===== config.mk =====
export PLATFORM = sky130hd
export DESIGN_NAME = fetch_unit
export DESIGN_NICKNAME = d
export VERILOG_FILES = /design/src/rtl/fetch_unit.sv
export SDC_FILE = /design/constraint.sdc
export NUM_CORES = 1
export LEC_CHECK = 0
export CAP_MARGIN = 20
export CORE_UTILIZATION = 43
export DETAILED_ROUTE_END_ITERATION = 6
export PLACE_DENSITY_LB_ADDON = 0.3
export SLEW_MARGIN = 40
export SYNTH_ARGS = -nofsm -noshare
export SYNTH_HDL_FRONTEND = slang
export SYNTH_SLANG_ARGS = --single-unit
export TNS_END_PERCENT = 1

===== constraint.sdc =====
create_clock -name CLK -period 2.5 [get_ports CLK]
set_input_delay 0.5 -clock CLK [delete_from_list [all_inputs] [get_ports CLK]]
set_output_delay 0.5 -clock CLK [all_outputs]
set_load 0.01 [all_outputs]

===== src/rtl/fetch_unit.sv =====
// -----------------------------------------------------------------------------
// fetch_unit
//
// Fetch-side producer for the fetch-to-decode pipeline register. It owns the
// PC and issues requests to instruction memory over a valid/ready channel.
// Memory latency may vary, and only one request is outstanding at a time.
// Redirects from Execute replace the PC. A response that belongs to a request
// issued before a redirect is discarded.
//
// Ports
//   CLK, RST_N        clock; asynchronous active-low reset
//   StallF            hazard hold: keep the current instruction, do not advance
//   PCSrcE, PCTargetE redirect request and target from Execute
//   IMemReqValid/Addr request channel out (address is always PCF)
//   IMemReqReady      memory accepts the request
//   IMemRespValid/Data response channel in
//   RD                instruction to decode (0 when InstrValidF=0)
//   PCF, PCPlus4F     current fetch PC and PC+4 (wraps modulo 2^DATA_WIDTH)
//   InstrValidF       RD holds a valid instruction for PCF
//   FetchBusy         !InstrValidF; hazard unit inserts a bubble while high
// -----------------------------------------------------------------------------
module fetch_unit #(
    parameter int                    DATA_WIDTH = 32,
    parameter logic [DATA_WIDTH-1:0] RESET_PC   = '0
) (
    input  logic                  CLK,
    input  logic                  RST_N,
    input  logic                  StallF,
    input  logic                  PCSrcE,
    input  logic [DATA_WIDTH-1:0] PCTargetE,
    output logic                  IMemReqValid,
    output logic [DATA_WIDTH-1:0] IMemReqAddr,
    input  logic                  IMemReqReady,
    input  logic                  IMemRespValid,
    input  logic [DATA_WIDTH-1:0] IMemRespData,
    output logic [DATA_WIDTH-1:0] RD,
    output logic [DATA_WIDTH-1:0] PCF,
    output logic [DATA_WIDTH-1:0] PCPlus4F,
    output logic                  InstrValidF,
    output logic                  FetchBusy
);

    // REQ : request presented, waiting for acceptance
    // WAIT: request accepted, response owed for the current PC
    // HOLD: instruction buffered, decode is stalled
    // DROP: response owed for a PC that a redirect has replaced
    typedef enum logic [1:0] {
        S_REQ,
        S_WAIT,
        S_HOLD,
        S_DROP
    } state_e;

    state_e                state_q, state_d;
    logic [DATA_WIDTH-1:0] pc_q, pc_d;
    logic [DATA_WIDTH-1:0] buf_q, buf_d;
    logic [DATA_WIDTH-1:0] pc_plus4;

    assign pc_plus4 = pc_q + DATA_WIDTH'(4);

    // NOTE: state registers take non-blocking assignments only, so every flop
    // samples the values from before the edge regardless of statement order.
    always_ff @(posedge CLK or negedge RST_N) begin
        if (!RST_N) begin
            state_q <= S_REQ;
            pc_q    <= RESET_PC;
            // NOTE: the instruction buffer is a single register, not a RAM,
            // so clearing it on reset is cheap and keeps RD deterministic.
            buf_q   <= '0;
        end else begin
            state_q <= state_d;
            pc_q    <= pc_d;
            buf_q   <= buf_d;
        end
    end

    always_comb begin
        // NOTE: every output of this block gets a default before the case, so
        // no path through it can leave a signal unassigned and infer a latch.
        state_d      = state_q;
        pc_d         = pc_q;
        buf_d        = buf_q;
        IMemReqValid = 1'b0;
        InstrValidF  = 1'b0;
        RD           = '0;

        unique case (state_q)
            S_REQ: begin
                IMemReqValid = 1'b1;
                // An acceptance in the same cycle as a redirect still leaves a
                // response owed, and that response is now stale.
                if (IMemReqReady) begin
                    state_d = PCSrcE ? S_DROP : S_WAIT;
                end
            end
            S_WAIT: begin
                if (PCSrcE) begin
                    // A response in this cycle is for the old PC: discard it.
                    state_d = IMemRespValid ? S_REQ : S_DROP;
                end else if (IMemRespValid) begin
                    InstrValidF = 1'b1;
                    RD          = IMemRespData;
                    buf_d       = IMemRespData;
                    if (StallF) begin
                        state_d = S_HOLD;
                    end else begin
                        pc_d    = pc_plus4;
                        state_d = S_REQ;
                    end
                end
            end
            S_HOLD: begin
                InstrValidF = 1'b1;
                RD          = buf_q;
                if (PCSrcE) begin
                    state_d = S_REQ;
                end else if (!StallF) begin
                    pc_d    = pc_plus4;
                    state_d = S_REQ;
                end
            end
            S_DROP: begin
                // Only one response is ever owed, so further redirects here
                // just update the PC and keep waiting for it.
                if (IMemRespValid) begin
                    state_d = S_REQ;
                end
            end
            default: begin
                state_d = S_REQ;
            end
        endcase

        // A redirect overrides any increment chosen above.
        if (PCSrcE) begin
            pc_d = PCTargetE;
        end
    end

    assign IMemReqAddr = pc_q;
    assign PCF         = pc_q;
    assign PCPlus4F    = pc_plus4;
    assign FetchBusy   = ~InstrValidF;

endmodule


After elaboration in Yosys (flattened, before gate mapping)
Cells that the tools add are included.
Cells by class
  bitwise operators: 2
  eq/ne operators: 7
  reductions and logical operators: 5
  add/subtract/negate cells: 1
  muxes and demuxes: 21
Operators by type and width (number)
  32-bit two-way mux: 5
  32-bit one-hot mux with 2 select lines: 2
  32-bit by 3-bit adder with 32-bit output (second input constant): 1
  2-bit two-way mux: 9
  2-bit one-hot mux with 4 select lines: 1
  3-bit != test (second input constant): 2
  2-bit == test (second input constant): 2
  2-bit != test (second input constant): 2
  4-bit AND reduction: 1
  1-bit two-way mux: 3
  3-bit AND reduction: 1
  3-bit nonzero test: 1
  2-bit by 1-bit == test with 1-bit output (second input constant): 1
  2-bit zero test: 1
  1-bit NOT: 2
  1-bit one-hot mux with 2 select lines: 1
  2-bit AND reduction: 1
Word-level totals
  output and inout bits: 131
  word-level logic and storage cells: 39
  bits of input ports: 70
  register bits after elaboration: 66

Depth between registers and ports, before layout
Gate-level depths: netlist of run 1.
  depth in word-level cells: 5
  gate-level depth with buffers: 8
  mapped depth without buffers: 6

Worst setup path after synthesis of run 1
OpenSTA, ideal clock, no wires.
  path kind: register -> output
  from: reg pc_q[11], in the netlist IMemReqAddr[11]
  to: out PCPlus4F[27]
  required time: 2.000 ns
  slack: 0.123 ns
  stages on the path, launching flop included: 6
  buffers on the path: 1
  data arrival time: 1.877 ns
  cells stage by stage: dfrtp_1 > nand3_2 > or4_1 > buf_2 > nor4_1 > xor2_1
On the way
  word-level cells in the longest chain between the ends: 1
Ends and longest elaborated chain
  start: declaration: line 55  | logic [DATA_WIDTH-1:0] pc_q, pc_d;
  start signal: assignment: line 72  | pc_q <= pc_d;
  32-bit by 3-bit adder with 32-bit output: line 59  | assign pc_plus4 = pc_q + DATA_WIDTH'(4);
  end: declaration: line 38  | output logic [DATA_WIDTH-1:0] PCPlus4F,
No other way between the ends.

Worst setup path in the final report of run 1
  from: reg pc_q[12], in the netlist IMemReqAddr[12]
  to: out PCPlus4F[25]
Same word-level chain as after synthesis.

==> summary.txt, run 1 <==
Status
  – Status: complete, but fails checks
  – Failing checks: setup timing

Timing
  – Final Hold Vio Count: 0
  – RSZ-0062 raised after global routing: yes
  – Post-route clock period utilization: 1.06
  – Skew final: 0.00898 ns
  – Total negative slack: -0.887 ns
  – Slew Viols, Final: 0
  – Fin worst setup slack: -0.143 ns
  – # setup viols final: 12
  – Least-Margin Pin Slew: 0.532 ns
  – Fmax: 378 MHz
  – Tmin final: 2.64 ns
  – Worst rel slew slack: 0.644

Placement
  – Post-Place Worst Slack: -0.471 ns
  – Area after DPL: 7030 sq um
  – Number of I/O port buffers: 200
  – Gpl congestion: 0.977
  – HPWL Detailed: 11,100 microns

Drt
  – Iter 0 DRT Violations: 274
  – Residual DRC: 0
  – Wire per inst: 17.1 microns
  – Via density: 5.47
  – Post-Route WL: 16,300 microns
  – TritonRoute pass-1 iters: 7
  – Antenna viol nets, final: 0
  – Vias: 5,221

Synthesis
  – Post-Syn Area: 4480 sq um
  – Ys flop type: dfrtp_1
  – Post-synth top cells: nand2_1, dfrtp_1, buf_4, nor2_1, a21boi_0
  – Post-synthesis cell count: 556
  – Synth area leader: dfrtp_1
  – Synthesized flop and latch total: 66
  – Synth Warn #: 0
  – Post-synth EDFFs: 0
  – Avg Inst Size Synth: 8.05 sq um
  – Most common cell in the netlist: nand2_1
  – Yosys top cell area share: 0.369
  – Synth async-reset ratio: 1.00
  – Top cells by area, synth: dfrtp_1, nand2_1, buf_4, a21boi_0, xnor2_1
  – Yosys cell types: 45
  – Syn nets: 632
  – Sequential area share after synthesis: 0.369

Clocking
  – H-Tree Depth: 3
  – CTS max path bufs: 2
  – CTS tree: yes
  – CTS buffer count: 9
  – Root buffer cell: clkbuf_8
  – # clock sinks: 66
  – Hold-fix buffers at CTS: 0
  – Clock Latency Late Sink: 0.35 ns
  – Worst-path clk slew: 0.08 ns

Setup path
  – Setup crit end kind: output port
  – Worst EP required: 2.00 ns
  – CP Class: reg2out
  – Slowest stage delay, CP: 0.61 ns
  – Delay-heaviest family, CP: simple AND/OR/NAND/NOR gates
  – Startpoint type of the worst setup path: flop
  – Crit-path cells: buf_4 > nand4_4 > or4_4 > nor3_4 > xor2_1 > buf_2
  – Crit-path slowest cell: or4_4
  – Worst path arrival time: 2.14 ns
  – CP bufs+invs: 2
  – Max FO, Critical Path: 6

Pwr
  – Power per cell area: 692 nW/um^2
  – VDD IR max: 477 uV
  – Leak Pwr: 3.31 nW
  – Pwr Total: 5.15 mW

Floorplan
  – Core Rows: 36
  – Die Span Y: 104 microns
  – Starting Density: 0.452
  – Die area: 10,800 sq um
  – # IOs: 201
  – CORE AREA: 9910 sq um
  – Die width: 104 microns

GRT
  – Initial antenna violation count: 0
  – GRT overflow: 0
  – Vias in the first global route: 5,168
  – Largest net degree at the start of global routing: 67
  – First-pass GRT wire length: 25,700 microns
  – All-Layer GR Usage: 0.294

Cells and area
  – Post-route cell area: 7440 sq um
  – Final nets: 892
  – Area grow syn2layout: 66.2%
  – Post-layout util: 0.751
  – Fill count: 714
  – Layout cells sized above 1: 0.287
  – Number of diodes: 0

Job
  – Max_cap viols: 0

Worst hold path
  – Hold WC Path Type: in2async
==> final cells by class <==
class | instances | area (sq um) | area share
timing repair buffer | 316 | 2760 | 0.370
clock inverter | 5 | 62.6 | 0.00841
tap | 133 | 166 | 0.0224
sequential | 66 | 1650 | 0.222
multi-input combinational | 405 | 2580 | 0.347
inverter | 18 | 67.6 | 0.00908
clock buffer | 11 | 151 | 0.0203
==> final timing paths <==
| path | startpoint | endpoint | slack (ns) | depth (start not counted) |
|---|---|---|---|---|
| min in group CLK | buf_q[8]$_DFFE_PN0P_ | buf_q[8]$_DFFE_PN0P_ | 0.48 | 2 |
| worst min register to register | buf_q[8]$_DFFE_PN0P_ | buf_q[8]$_DFFE_PN0P_ | 0.48 | 2 |
| worst max-delay path | IMemReqAddr[12]$_DFFE_PN0P_ | PCPlus4F[25] | -0.14 | 6 |
| max in group asynchronous | RST_N | IMemReqAddr[1]$_DFFE_PN0P_ | 2.02 | 2 |
| worst max register to register | state_q[0]$_DFFE_PN0P_ | IMemReqAddr[21]$_DFFE_PN0P_ | 0.07 | 7 |
| worst min-delay path | RST_N | IMemReqAddr[11]$_DFFE_PN0P_ | 0.17 | 2 |
==> cells in the final DEF, fill, tap and decap left out, types with 7 or more instances in the layout <==
master,Yosys,routed
nor2_1,33,26
o21ai_0,14,14
nand4_1,10,10
dlygate4sd2_1,0,9
dfrtp_1,66,64
a31oi_1,19,19
clkdlybuf4s50_1,0,139
buf_2,4,30
clkbuf_8,0,11
nand2_1,149,146
buf_4,36,104
nor3_1,14,7
o31ai_1,13,13
inv_1,18,15
a21boi_0,32,12
or4_1,17,16
xnor2_1,24,24
nand3_1,16,14
clkbuf_2,0,13
a21boi_1,0,12
a21boi_2,0,8
xor2_1,10,10
==> layer usage <==
layer	up-vias	share of wire	wire length, microns	track usage
met3	43	0.082	1330	0.0714
li1	2395	-	-	-
met1	2501	0.38	6250	0.339
met5	-	0	0	0
met4	0	0.026	427	0.120
met2	282	0.51	8280	0.520
==> sequential cells by signal, indices dropped and copies added, names as in the netlist <==
| register | flops |
|---|---|
| IMemReqAddr | 32 |
| buf_q | 32 |
| state_q | 2 |
==> logic make-up (layout without fill, tap and decap cells) <==
group / count (synthesis) / count (layout) / synth area share
simple gates: 267 / 267 / 0.279
xor+xnor: 34 / 34 / 0.0665
compound gates: 91 / 91 / 0.141
buf+inv: 85 / 350 / 0.112
flops: 66 / 66 / 0.369
fa+ha+maj: 6 / 6 / 0.0168
mux: 7 / 7 / 0.0168
==> repair_timing <==
item                                    CTS  global route
setup buffers                             6             6
endpoints found under the setup margin   59            55
cloned                                    1             1
gates resized for setup                 206            70
pin swaps                                 2             8
==> report_power, final <==
group	internal [mW]	switching, mW	total (mW)	leakage, nW
Sequential	1.38	0.218	1.60	0.785
Combinational	1.29	1.28	2.57	2.43
Clock	0.519	0.460	0.979	0.102
==> metrics by stage <==
stage | hold WS [ns] | cells
global route | 0.192 | 954
detailed placement | 0.463 | 924
global placement | 0.457 | 924
CTS | 0.184 | 947
floorplan | 0.204 | 556
finish | 0.170 | 954
==> worst register-to-register path, delay by kind of cell, from the launching register on <==
family / cells / cell delay, ns
AO/OA/AOI/OAI: 1 / 0.23
adder cells (fa/ha/maj): 1 / 0.22
buffers and inverters: 2 / 0.34
flip-flops: 1 / 0.44
multiplexers: 1 / 0.22
AND/OR/NAND/NOR: 2 / 0.89
No activity file was read; power rests on OpenSTA's default activity.
==> inputs of run 2 (changes only) <==
- CTS_CLUSTER_DIAMETER: unset -> 120
==> results of run 2 <==
Final layout, timing and power as in run 1 (identical DEF).
==> inputs of run 3 (changes only) <==
- GPL_TIMING_DRIVEN: unset -> 0
==> summary.txt, run 3 (same netlist as run 1, synthesis figures left out) <==
Status
  – Status: complete, but fails checks
  – Failing checks: setup timing

Pwr
  – Leak Pwr: 3.32 nW
  – VDD IR max: 508 uV
  – Power per cell area: 697 nW/um^2

GRT
  – All-Layer GR Usage: 0.301
  – Largest net degree at the start of global routing: 52
  – Initial antenna violation count: 0
  – First-pass GRT wire length: 26,100 microns
  – GRT overflow: 0
  – Vias in the first global route: 5,170

Timing
  – Least-Margin Pin Slew: 0.833 ns
  – Worst rel slew slack: 0.440
  – Total negative slack: -1.58 ns
  – Post-route clock period utilization: 1.09
  – Skew final: 0.0168 ns
  – Fin worst setup slack: -0.232 ns
  – # setup viols final: 15
  – Tmin final: 2.73 ns
  – RSZ-0062 raised after global routing: yes
  – Hold Slack: 0.479 ns
  – Final Hold Vio Count: 0
  – Slew Viols, Final: 0
  – Fmax: 366 MHz

Setup path
  – Worst EP required: 2.00 ns
  – Worst path arrival time: 2.23 ns
  – Setup crit end kind: output port
  – Max FO, Critical Path: 7
  – CP Class: reg2out
  – Startpoint type of the worst setup path: flop

Clocking
  – H-Tree Depth: 3
  – Clock Latency Late Sink: 0.36 ns
  – # clock sinks: 66
  – CTS max path bufs: 2
  – CTS tree: yes
  – Worst-path clk slew: 0.08 ns
  – Root buffer cell: clkbuf_8
  – CTS buffer count: 9

Cells and area
  – Post-layout util: 0.756
  – Layout cells sized above 1: 0.302
  – Commonest non-fill, non-tap cell in the layout: nand2_1
  – Number of diodes: 0
  – Most frequent cells in the layout: nand2_1, clkdlybuf4s50_1, buf_4, dfrtp_1, buf_2
  – Final nets: 895
  – Area grow syn2layout: 67.2%
  – Post-route cell area: 7490 sq um

Placement
  – Area after DPL: 6670 sq um
  – HPWL Detailed: 10,900 microns
  – Gpl congestion: 0.974
  – Post-Place Worst Slack: -1.08 ns
  – Number of I/O port buffers: 199

Drt
  – Vias: 5,476
  – Antenna viol nets, final: 0
  – Residual DRC: 0
  – Post-Route WL: 17,900 microns
  – TritonRoute pass-1 iters: 7
  – Iter 0 DRT Violations: 413
  – Via density: 5.72
  – Wire per inst: 18.7 microns

Worst hold path
  – Hold WC Path Type: reg2reg

Floorplan
  – Core Rows: 36
  – Die area: 10,800 sq um
  – Die width: 104 microns
  – CORE AREA: 9910 sq um
  – Starting Density: 0.452
  – # IOs: 201
  – Die Span Y: 104 microns

Job
  – Max_cap viols: 0
==> run 3: cell types whose count changed in the layout (fill, tap and decap cells not counted), sizes merged, moves of 2 or more <==
cell,change
buf,-3
dlymetal6s2s,-2
clkdlybuf4s15,-3
clkbuf,+11
dlygate4sd2,-4
==> run 3: cell type report <==
type	count	area (sq um)
well taps	133	166
clock inverters	5	77.6
plain buffers	63	478
fillers	667	2420
repair buffers	254	2190
inverters	18	67.6
flip-flops and latches	66	1670
clock buffers	11	141
multi-input cells	407	2690
==> run 3: through the flow <==
stage / cells / power (mW)
floorplan: 556 / 2.83
global placement: 888 / 3.83
detailed placement: 889 / 3.92
CTS: 937 / 5.06
global route: 957 / 5.52
finish: 957 / 5.22
==> run 3: worst paths after layout <==
kind,from,to,slack [ns],cells past startpoint
max in group asynchronous,RST_N,IMemReqAddr[3]$_DFFE_PN0P_,1.44,3
hold reg to reg,buf_q[25]$_DFFE_PN0P_,buf_q[25]$_DFFE_PN0P_,0.48,2
setup reg to reg,state_q[0]$_DFFE_PN0P_,IMemReqAddr[9]$_DFFE_PN0P_,0.09,6
hold / removal,buf_q[25]$_DFFE_PN0P_,buf_q[25]$_DFFE_PN0P_,0.48,2
setup / recovery,IMemReqAddr[19]$_DFFE_PN0P_,PCPlus4F[27],-0.23,5
min in group asynchronous,RST_N,IMemReqAddr[27]$_DFFE_PN0P_,0.54,2
==> run 3: timing repair <==
| action | 4_1_cts | 5_1_grt |
|---|---|---|
| endpoints found under the setup margin | 61 | 59 |
| hold endpoints to repair | 15 | 0 |
| pin swaps | 8 | 14 |
| cloned | 2 | 1 |
| resized for setup | 302 | 70 |
| hold buffers | 1 | 0 |
| setup buffers | 31 | 21 |
==> run 3: worst max-delay path, stage by stage, from the launching register on <==
cell     delay (ns)
dfrtp_2        0.51
nand3_4        0.14
or4_4          0.58
nor4_4         0.24
xor2_1         0.23
buf_2          0.17
==> run 3: report_power, final <==
group          internal [mW]  leakage, nW  total, mW  switching, mW
combinational           1.26         2.44       2.54           1.28
clock                  0.586        0.109       1.03          0.446
sequential              1.38        0.771       1.65          0.263
==> run 3: layer usage <==
layer,GRT usage,wire (microns),up-vias
li1,-,-,2409
met1,0.342,6300,2552
met2,0.519,8780,425
met3,0.0846,2030,90
met4,0.150,785,0
met5,0,0,-
